===== src/rtl/vga_vram_arbiter.sv =====
// vga_vram_arbiter: shares one single-port VRAM between VGA scanout prefetch
// and a CPU req/ack port. A grant is decided each cycle and issued on oMem*
// the next cycle; read data returns one cycle after the address.
// Optional build macro: VGA_ARB_FAIRNESS_EN (bounds CPU starvation while VGA
// is urgent).
module vga_vram_arbiter #(
    parameter int ADDR_W      = 8,
    parameter int DATA_W      = 3,
    parameter int FRAME_WORDS = 256,
    parameter int FIFO_DEPTH  = 4,
    parameter int URGENT_LVL  = 2
) (
    input  logic              Clock,
    input  logic              Reset,
    input  logic              iPixelEn,
    input  logic              iVisible,
    input  logic              iFrameStart,
    input  logic              iClrUnderrun,
    input  logic              iCpuReq,
    input  logic              iCpuWE,
    input  logic [ADDR_W-1:0] iCpuAddr,
    input  logic [DATA_W-1:0] iCpuWData,
    output logic              oCpuAck,
    output logic [DATA_W-1:0] oCpuRData,
    output logic [ADDR_W-1:0] oMemAddr,
    output logic              oMemWE,
    output logic [DATA_W-1:0] oMemWData,
    input  logic [DATA_W-1:0] iMemRData,
    output logic [DATA_W-1:0] oPixel,
    output logic              oUnderrun
);
    localparam int PTR_W = $clog2(FIFO_DEPTH);
    localparam int LVL_W = PTR_W + 2;
    localparam int CNT_W = (FRAME_WORDS > 1) ? $clog2(FRAME_WORDS) : 1;

    typedef enum logic [1:0] {IDLE, G_VGA, G_CPU_RD, G_CPU_WR} state_t;

    // state holds the grant currently on oMem*; next_state is this cycle's decision
    state_t state, next_state;

    logic [DATA_W-1:0] fifo_mem [FIFO_DEPTH];
    logic [PTR_W-1:0]  wr_ptr, rd_ptr;
    logic [PTR_W:0]    fifo_cnt;
    logic [ADDR_W-1:0] fetch_addr;
    logic [CNT_W-1:0]  fetch_cnt;
    logic              fetch_en;
    logic              vga_d1;      // VGA read whose data is on iMemRData now
    logic              cpu_ack_rd;  // ack cycle belongs to a read
    logic [LVL_W-1:0]  level;
    logic              cpu_busy, vga_ok, fifo_empty, push, pop, fair_force;
    state_t            cpu_state;

    // level counts words already buffered plus VGA reads still on their way
    assign level      = LVL_W'(fifo_cnt) + LVL_W'(state == G_VGA) + LVL_W'(vga_d1);
    // a CPU op blocks new CPU grants through its ack cycle
    assign cpu_busy   = (state == G_CPU_RD) || (state == G_CPU_WR) || oCpuAck;
    // no fetch is decided on a frame-start cycle: it would use the stale address
    assign vga_ok     = fetch_en && !iFrameStart;
    assign fifo_empty = (fifo_cnt == '0);
    // a restart drops data arriving in the same cycle along with the flush
    assign push       = vga_d1 && !iFrameStart;
    assign pop        = iPixelEn && iVisible && !fifo_empty;
    assign cpu_state  = iCpuWE ? G_CPU_WR : G_CPU_RD;
    assign oCpuRData  = cpu_ack_rd ? iMemRData : '0;

`ifdef VGA_ARB_FAIRNESS_EN
    logic [2:0] fair_cnt;
    assign fair_force = (fair_cnt == 3'd7) && !fifo_empty;

    // count consecutive VGA grants that happen while the CPU is waiting
    always_ff @(posedge Clock or posedge Reset) begin
        if (Reset)
            fair_cnt <= '0;
        else if (!iCpuReq || next_state == G_CPU_RD || next_state == G_CPU_WR)
            fair_cnt <= '0;
        else if (next_state == G_VGA && fair_cnt != 3'd7)
            fair_cnt <= fair_cnt + 3'd1;
    end
`else
    assign fair_force = 1'b0;
`endif

    // grant state register
    always_ff @(posedge Clock or posedge Reset) begin
        if (Reset) state <= IDLE;
        else       state <= next_state;
    end

    // grant decision: urgent VGA, then CPU, then opportunistic VGA prefetch
    always_comb begin
        next_state = IDLE;
        if (fair_force && iCpuReq && !cpu_busy)
            next_state = cpu_state;
        else if (vga_ok && level < LVL_W'(URGENT_LVL))
            next_state = G_VGA;
        else if (iCpuReq && !cpu_busy)
            next_state = cpu_state;
        else if (vga_ok && level < LVL_W'(FIFO_DEPTH))
            next_state = G_VGA;
    end

    // register the decided access onto the VRAM port
    always_ff @(posedge Clock or posedge Reset) begin
        if (Reset) begin
            oMemAddr  <= '0;
            oMemWE    <= 1'b0;
            oMemWData <= '0;
        end else begin
            oMemAddr  <= '0;
            oMemWE    <= 1'b0;
            oMemWData <= '0;
            case (next_state)
                G_VGA:    oMemAddr <= fetch_addr;
                G_CPU_RD: oMemAddr <= iCpuAddr;
                G_CPU_WR: begin
                    oMemAddr  <= iCpuAddr;
                    oMemWE    <= 1'b1;
                    oMemWData <= iCpuWData;
                end
                default: ;
            endcase
        end
    end

    // fetch address / frame word counter; disarms after the last word is issued
    always_ff @(posedge Clock or posedge Reset) begin
        if (Reset) begin
            fetch_addr <= '0;
            fetch_cnt  <= '0;
            fetch_en   <= 1'b0;
        end else if (iFrameStart) begin
            fetch_addr <= '0;
            fetch_cnt  <= '0;
            fetch_en   <= 1'b1;
        end else if (next_state == G_VGA) begin
            fetch_addr <= fetch_addr + 1'b1;
            fetch_cnt  <= fetch_cnt + 1'b1;
            if (fetch_cnt == CNT_W'(FRAME_WORDS - 1))
                fetch_en <= 1'b0;
        end
    end

    // return-path tracking; a frame start kills the VGA read on the bus
    always_ff @(posedge Clock or posedge Reset) begin
        if (Reset) begin
            vga_d1     <= 1'b0;
            oCpuAck    <= 1'b0;
            cpu_ack_rd <= 1'b0;
        end else begin
            vga_d1     <= (state == G_VGA) && !iFrameStart;
            oCpuAck    <= (state == G_CPU_RD) || (state == G_CPU_WR);
            cpu_ack_rd <= (state == G_CPU_RD);
        end
    end

    // prefetch FIFO storage
    always_ff @(posedge Clock) begin
        if (push) fifo_mem[wr_ptr] <= iMemRData;
    end

    // FIFO pointers and occupancy; frame start flushes
    always_ff @(posedge Clock or posedge Reset) begin
        if (Reset) begin
            wr_ptr   <= '0;
            rd_ptr   <= '0;
            fifo_cnt <= '0;
        end else if (iFrameStart) begin
            wr_ptr   <= '0;
            rd_ptr   <= '0;
            fifo_cnt <= '0;
        end else begin
            if (push) wr_ptr <= wr_ptr + 1'b1;
            if (pop)  rd_ptr <= rd_ptr + 1'b1;
            case ({push, pop})
                2'b10:   fifo_cnt <= fifo_cnt + 1'b1;
                2'b01:   fifo_cnt <= fifo_cnt - 1'b1;
                default: ;
            endcase
        end
    end

    // pixel output and sticky underrun (set beats clear)
    always_ff @(posedge Clock or posedge Reset) begin
        if (Reset) begin
            oPixel    <= '0;
            oUnderrun <= 1'b0;
        end else begin
            if (iPixelEn)
                oPixel <= pop ? fifo_mem[rd_ptr] : '0;
            if (iPixelEn && iVisible && fifo_empty)
                oUnderrun <= 1'b1;
            else if (iClrUnderrun)
                oUnderrun <= 1'b0;
        end
    end
endmodule


===== config.mk =====
export PLATFORM = sky130hd
export DESIGN_NAME = vga_vram_arbiter
export DESIGN_NICKNAME = d
export VERILOG_FILES = /design/src/rtl/vga_vram_arbiter.sv
export SDC_FILE = /design/constraint.sdc
export NUM_CORES = 1
export LEC_CHECK = 0
export BUFFER_PORTS_ARGS = -buffer_cell sky130_fd_sc_hd__buf_2
export CAP_MARGIN = 25
export CORE_ASPECT_RATIO = 1.5
export CORE_UTILIZATION = 35
export DETAILED_ROUTE_END_ITERATION = 6
export PLACE_DENSITY = 0.54
export RECOVER_POWER = 50
export SKIP_CTS_REPAIR_TIMING = 1
export SYNTH_ARGS = -nofsm -noshare
export SYNTH_HDL_FRONTEND = slang
export SYNTH_SLANG_ARGS = --single-unit

===== constraint.sdc =====
create_clock -name Clock -period 2.9 [get_ports Clock]
set_input_delay 0.58 -clock Clock [delete_from_list [all_inputs] [get_ports Clock]]
set_output_delay 0.58 -clock Clock [all_outputs]
set_load 0.01 [all_outputs]

# Word-level counts from Yosys, hierarchy flattened
# Memory sizes are Yosys's and may differ from the RTL's.
# Cells that the tools add are included.
[word_totals]
mem_bits_rw = 12
elab_cells = 84
in_bits = 22
out_inout_bits = 20
reg_bits = 45
n_memories = 1
[memory_table]
columns = ["name", "depth", "word_bits", "rd", "rd_ports_with_merged_regs", "write_ports", "line", "source"]
rows = [
  ["fifo_mem", 4, 3, 1, 0, 1, "41", "logic [DATA_W-1:0] fifo_mem [FIFO_DEPTH];"],
]
[classes]
n_mux = 26
magnitude_cmp = 2
reduce_logical = 23
n_eq_ne = 9
n_addsub = 8
[op_table]
columns = ["cell", "count"]
rows = [
  ["two-way mux 8 bit", 4],
  ["adder 8 x 1 -> 8 bit, second input constant", 2],
  ["case mux 8 bit (2 select lines)", 1],
  ["two-way mux 2 bit", 6],
  ["two-way mux 3 bit", 4],
  ["equality test 2 bit, second input constant", 5],
  ["two-way mux 1 bit", 10],
  ["nonzero test 2 bit", 5],
  ["logical AND 1 bit", 9],
  ["equality test 8 bit, second input constant", 1],
  ["equality test 2 x 1 -> 1 bit, second input constant", 3],
  ["case mux 3 bit (2 select lines)", 1],
  ["adder 2 x 1 -> 2 bit, second input constant", 2],
  ["adder 3 x 1 -> 4 bit", 1],
  ["adder 4 x 1 -> 4 bit", 1],
  ["less-than comparator 4 x 2 -> 1 bit, second input constant", 1],
  ["less-than comparator 4 x 3 -> 1 bit, second input constant", 1],
  ["adder 3 x 1 -> 3 bit, second input constant", 1],
  ["logical NOT 1 bit", 3],
  ["logical NOT 3 bit", 1],
  ["nonzero test 3 bit", 1],
  ["subtractor 3 x 1 -> 3 bit, second input constant", 1],
  ["logical OR 1 bit", 2],
  ["AND reduction 2 bit", 1],
  ["OR reduction 2 bit", 1],
]

# Logic depth before layout (Yosys ltp)
[logic_depth]
depth_word = 11
ltp_mapped = 9
depth_no_buf = 8

# Worst setup path before layout
# Ideal clock, no wire load.
[synth_timing]
path_kind = "reg-to-reg"
from = "reg fifo_cnt[0]"
to = "reg fetch_addr[7]"
period_less_slack_ps = 2638
arrival_time_ps = 2511
setup_time_ps = 128
t_required_ps = 2772
path_stages_with_launch = 9
path_buffers = 1
setup_slack_ps = 262
cell_sequence = "dfrtp_1 ha_1 and3b_1 or2_2 ha_1 a311o_1 buf_4 nor3_2 mux2_1"
[synth_via]
elab_chain_len = 9
elab_cells_between_ends = 11
classes_between = "add/sub: 2; order compare: 2; eq/ne: 1; mux: 3; reduce/logical: 3"
[synth_rtl]
columns = ["item", "line", "source"]
rows = [
  ["start: declaration", "43", "logic [PTR_W:0] fifo_cnt;"],
  ["start signal: assignment", "175", "2'b10: fifo_cnt <= fifo_cnt + 1'b1;"],
  ["start signal: assignment", "176", "2'b01: fifo_cnt <= fifo_cnt - 1'b1;"],
  ["adder 3 x 1 -> 4 bit *", "54", "assign level = LVL_W'(fifo_cnt) + LVL_W'(state == G_VGA) + LVL_W'(vga_d1);"],
  ["adder 4 x 1 -> 4 bit *", "54", ""],
  ["less-than comparator 4 x 3 -> 1 bit", "98", "else if (vga_ok && level < LVL_W'(FIFO_DEPTH))"],
  ["logical AND 1 bit", "98", ""],
  ["two-way mux 1 bit", "98", ""],
  ["two-way mux 2 bit", "96", "else if (iCpuReq && !cpu_busy)"],
  ["two-way mux 2 bit *", "94", "else if (vga_ok && level < LVL_W'(URGENT_LVL))"],
  ["equality test 2 x 1 -> 1 bit *", "135", "end else if (next_state == G_VGA) begin"],
  ["nonzero test 2 bit (no line) *", "--", ""],
  ["end signal: assignment", "136", "fetch_addr <= fetch_addr + 1'b1;"],
  ["end: declaration", "44", "logic [ADDR_W-1:0] fetch_addr;"],
]
# Every way passes the cells marked *; elsewhere a longest branch is shown, timed or not.
# A chain may end at the register's enable or synchronous reset.

# Worst setup path after layout
[layout_timing]
from = "reg fifo_cnt[0]"
to = "reg fetch_cnt[7]"
[layout_via]
elab_chain_len = 9
elab_cells_between_ends = 11
classes_between = "add/sub: 2; order compare: 2; eq/ne: 1; mux: 3; reduce/logical: 3"
[layout_rtl]
columns = ["item", "line", "source"]
rows = [
  ["adder 3 x 1 -> 4 bit *", "54", ""],
  ["adder 4 x 1 -> 4 bit *", "54", ""],
  ["less-than comparator 4 x 3 -> 1 bit", "98", ""],
  ["logical AND 1 bit", "98", ""],
  ["two-way mux 1 bit", "98", ""],
  ["two-way mux 2 bit", "96", ""],
  ["two-way mux 2 bit *", "94", ""],
  ["equality test 2 x 1 -> 1 bit *", "135", ""],
  ["nonzero test 2 bit (no line) *", "--", ""],
  ["end signal: assignment", "137", "fetch_cnt <= fetch_cnt + 1'b1;"],
  ["end: declaration", "45", "logic [CNT_W-1:0] fetch_cnt;"],
]
# Marks and branches as above.

==> results.txt <==
P&R area growth vs syn -> 19.96%
endpoints failing hold -> 0
met3 WL -> 153 microns
IO Count -> 42
Power, Total -> 2.319 mW
setup violation total in the final timing report -> 0
maximum root-to-sink buffer count -> 2
clock-pin slew on the worst setup and hold paths -> 0.07 ns
highest metal used -> met4
first-pass GRT wire length -> 8742 microns
maximum capacitance violations -> 0
maximum vdd drop -> 0.0003795 V
M1 wire length -> 2243 microns
largest net degree at the start of global routing -> 46
critical path launch point type -> flop
Critical Path AT -> 2.98 ns
Die X -> 73.23 microns
most numerous cell on the critical path -> ha_1
Yosys top cell by area -> dfrtp_1
RSZ-0062 raised after global routing -> no
Antenna Violating Nets Remaining -> 0
DRC -> 0
endpoint class of the critical path -> flop
DR pass1 iterations -> 4
NumNets Final -> 300
outcome -> finished clean
initial detailed-routing violation count -> 84
top cells by area, synth -> dfrtp_1, edfxtp_1, ha_1, mux2i_1, a22o_1
initial antenna violation count -> 0
Hold WS -> 0.4136 ns
Critical Path Max Stage Delay -> 0.51 ns
ANT cells -> 0
CP Class -> reg -> reg
drt total wl -> 5252 microns
area share of the leading cell type in the synthesized netlist -> 42.27%
Vias/cell -> 4.869
crit path max fanout -> 15
Rows -> 38
Die Ht -> 108.8 microns
vias post-DR -> 1821
number of CTS-inserted buffers -> 9
Mapped Cells -> 219
flops & latches, synth -> 57
Hold Path Class -> in -> async
Worst-Skew Late Latency -> 0.34 ns
Max-slew headroom -> 14.10%
Synth cell types -> 45
syn nets -> 250
Max Clock Freq -> 366.9 MHz
I/O Buffers -> 41
clock skew -> 0.01134 ns
share of layout cells above drive strength 1 -> 24.82%
post-layout min period -> 2.725 ns
setup tns final -> 0 ns
cells along the critical path -> ha_1 -> and3b_1 -> or2_2 -> ha_1 -> a311o_2 -> or4_1 -> a21oi_1
vias in the first global route -> 1821
Slew Limit Fails -> 0
Worst EP required -> 3.15 ns
power density cells -> 725.6 nW/um^2
CTS tree -> built
CTS Sinks -> 57
Starting Density -> 36.38%
Yosys warning count -> 0
CORE AREA -> 7322 sq um
final worst path period share -> 93.98%
H-Tree Depth -> 3
crit path max-delay cell type -> a311o_2
Root Driver -> clkbuf_8
overall global routing resource usage -> 15.19%
die area -> 7971 sq um
metal2 WL -> 2751 microns
Overflow after GRT -> 0
DR WL/cell -> 14.04 microns
Mapped Area -> 2664 sq um
Least-Margin Pin Slew -> 1.289 ns
hpwl dp -> 3707 microns
synthesized area per cell -> 12.16 sq um
P_leak -> 1.475 nW
Seq/Total Area, Yosys -> 55.80%
reg-to-reg slack, setup -> 0.17 ns
GPL Wtd Cong -> 0.7777
-- sequential cells by signal, summed over array words and instances (netlist names), 2 cells and up --
register and count:
fetch_addr 8, fetch_cnt 8, fifo_cnt 3, state 2, wr_ptr 2, oPixel 3, rd_ptr 2, fifo_mem 12
oMemWData 3, oMemAddr 8
-- placed cells by master, fill, tap and decap left out, types with 2 or more instances in the layout --
cell type	count
ha_1	8
o21ai_0	7
bufinv_16	2
and2_1	10
nand2b_1	9
nor3_1	4
edfxtp_1	12
clkbuf_8	12
or4_1	4
nor4_2	2
and3_1	2
nor2b_1	3
or2_2	2
xnor2_1	3
a22o_1	8
a21oi_1	7
clkbuf_1	9
o31ai_1	4
nor2_1	11
xor2_1	2
inv_1	12
nor3b_1	2
nand2_1	4
buf_2	37
and4_1	2
o22ai_1	3
nand3_1	12
nand4_1	5
buf_4	5
mux2i_1	9
dfrtp_1	45
mux4_2	3
-- kinds of logic after synthesis --
kind of cell | after synthesis | share of synthesized area, %
simple gates | 76 | 17.14
mux | 13 | 6.341
xor+xnor | 5 | 1.644
buf+inv | 22 | 3.898
compound gates | 37 | 10.66
fa+ha+maj | 9 | 4.509
flops | 57 | 55.80
-- worst paths after layout --
path / from / to / cells after the start
setup / recovery: fifo_cnt[0]$_DFFE_PP0P_ / fetch_cnt[7]$_DFFE_PP0P_ / 7
hold / removal: Reset / fifo_cnt[2]$_DFFE_PP0P_ / 2
setup reg to reg: fifo_cnt[0]$_DFFE_PP0P_ / fetch_cnt[7]$_DFFE_PP0P_ / 7
hold reg to reg: state[0]$_DFF_PP0_ / cpu_ack_rd$_DFF_PP0_ / 1
max in group asynchronous: Reset / fetch_cnt[2]$_DFFE_PP0P_ / 3
min in group Clock: iClrUnderrun / oUnderrun$_DFFE_PP0P_ / 2
-- power breakdown --
| group | switching (mW) | internal, mW | total, mW | leakage, nW |
|---|---|---|---|---|
| sequential | 0.0912 | 0.923 | 1.01 | 0.712 |
| clock | 0.304 | 0.555 | 0.860 | 0.117 |
| combinational | 0.250 | 0.196 | 0.445 | 0.645 |
| total | 0.645 | 1.67 | 2.32 | 1.47 |
-- synth_stat cells --
library cell / number
dfrtp_1: 45
edfxtp_1: 12
inv_1: 12
nand3_1: 12
nor2_1: 11
and2_1: 10
mux2i_1: 9
nand2b_1: 9
a22o_1: 8
ha_1: 8
a21oi_1: 7
o21ai_0: 7
nand4_1: 5
clkbuf_1: 4
nand2_1: 4
nor3_1: 4
o31ai_1: 4
or4_1: 4
mux4_2: 3
nor2b_1: 3
o22ai_1: 3
xnor2_1: 3
a311o_1: 2
and3_1: 2
and4_1: 2
buf_2: 2
buf_6: 2
nor3b_1: 2
nor4_2: 2
or2_2: 2
xor2_1: 2
a21o_1: 1
a21oi_2: 1
a311oi_2: 1
and3b_1: 1
buf_1: 1
buf_4: 1
fa_1: 1
mux2_1: 1
nand2b_4: 1
nor3_2: 1
o211a_1: 1
o211ai_1: 1
o311ai_4: 1
or3_1: 1
-- area by class of cell --
| class | instances | area [sq um] |
|---|---|---|
| Clock inverter | 2 | 60.06 |
| Sequential cell | 57 | 1486 |
| Clock buffer | 14 | 172.7 |
| Multi-Input combinational cell | 140 | 1057 |
| Fill cell | 738 | 4126 |
| Timing Repair Buffer | 49 | 249.0 |
| Tap cell | 100 | 125.1 |
| Inverter | 12 | 45.04 |
-- critical path: cells and delay by family, from the launching register on --
family	cells	cell delay, ns
and+or+nand+nor	3	0.98
AOI/OAI and AO/OA	2	0.66
DFF	1	0.39
adders and majority gates	2	0.61
-- per-layer routing --
metal	global-route usage (%)	vias to the layer above
met3	4.436	10
met4	7.983	0
met2	24.67	27
met1	17.94	892
li1	-	892
met5	0	-
-- metrics by stage --
| stage | instance area (sq um) | util, % | worst slack (ns) | std cells |
|---|---|---|---|---|
| after detailed placement | 2988 | 40.81 | 0.1301 | 357 |
| after floorplan | 2664 | - | 0.2615 | 219 |
| final | 3196 | 43.64 | 0.1746 | 374 |
| after CTS | 3221 | 43.99 | 0.1294 | 373 |
| after global routing | 3196 | 43.64 | 0.04859 | 374 |
| after global placement | 2988 | 40.81 | 0.2104 | 357 |
(Power assumes the default switching activity.)
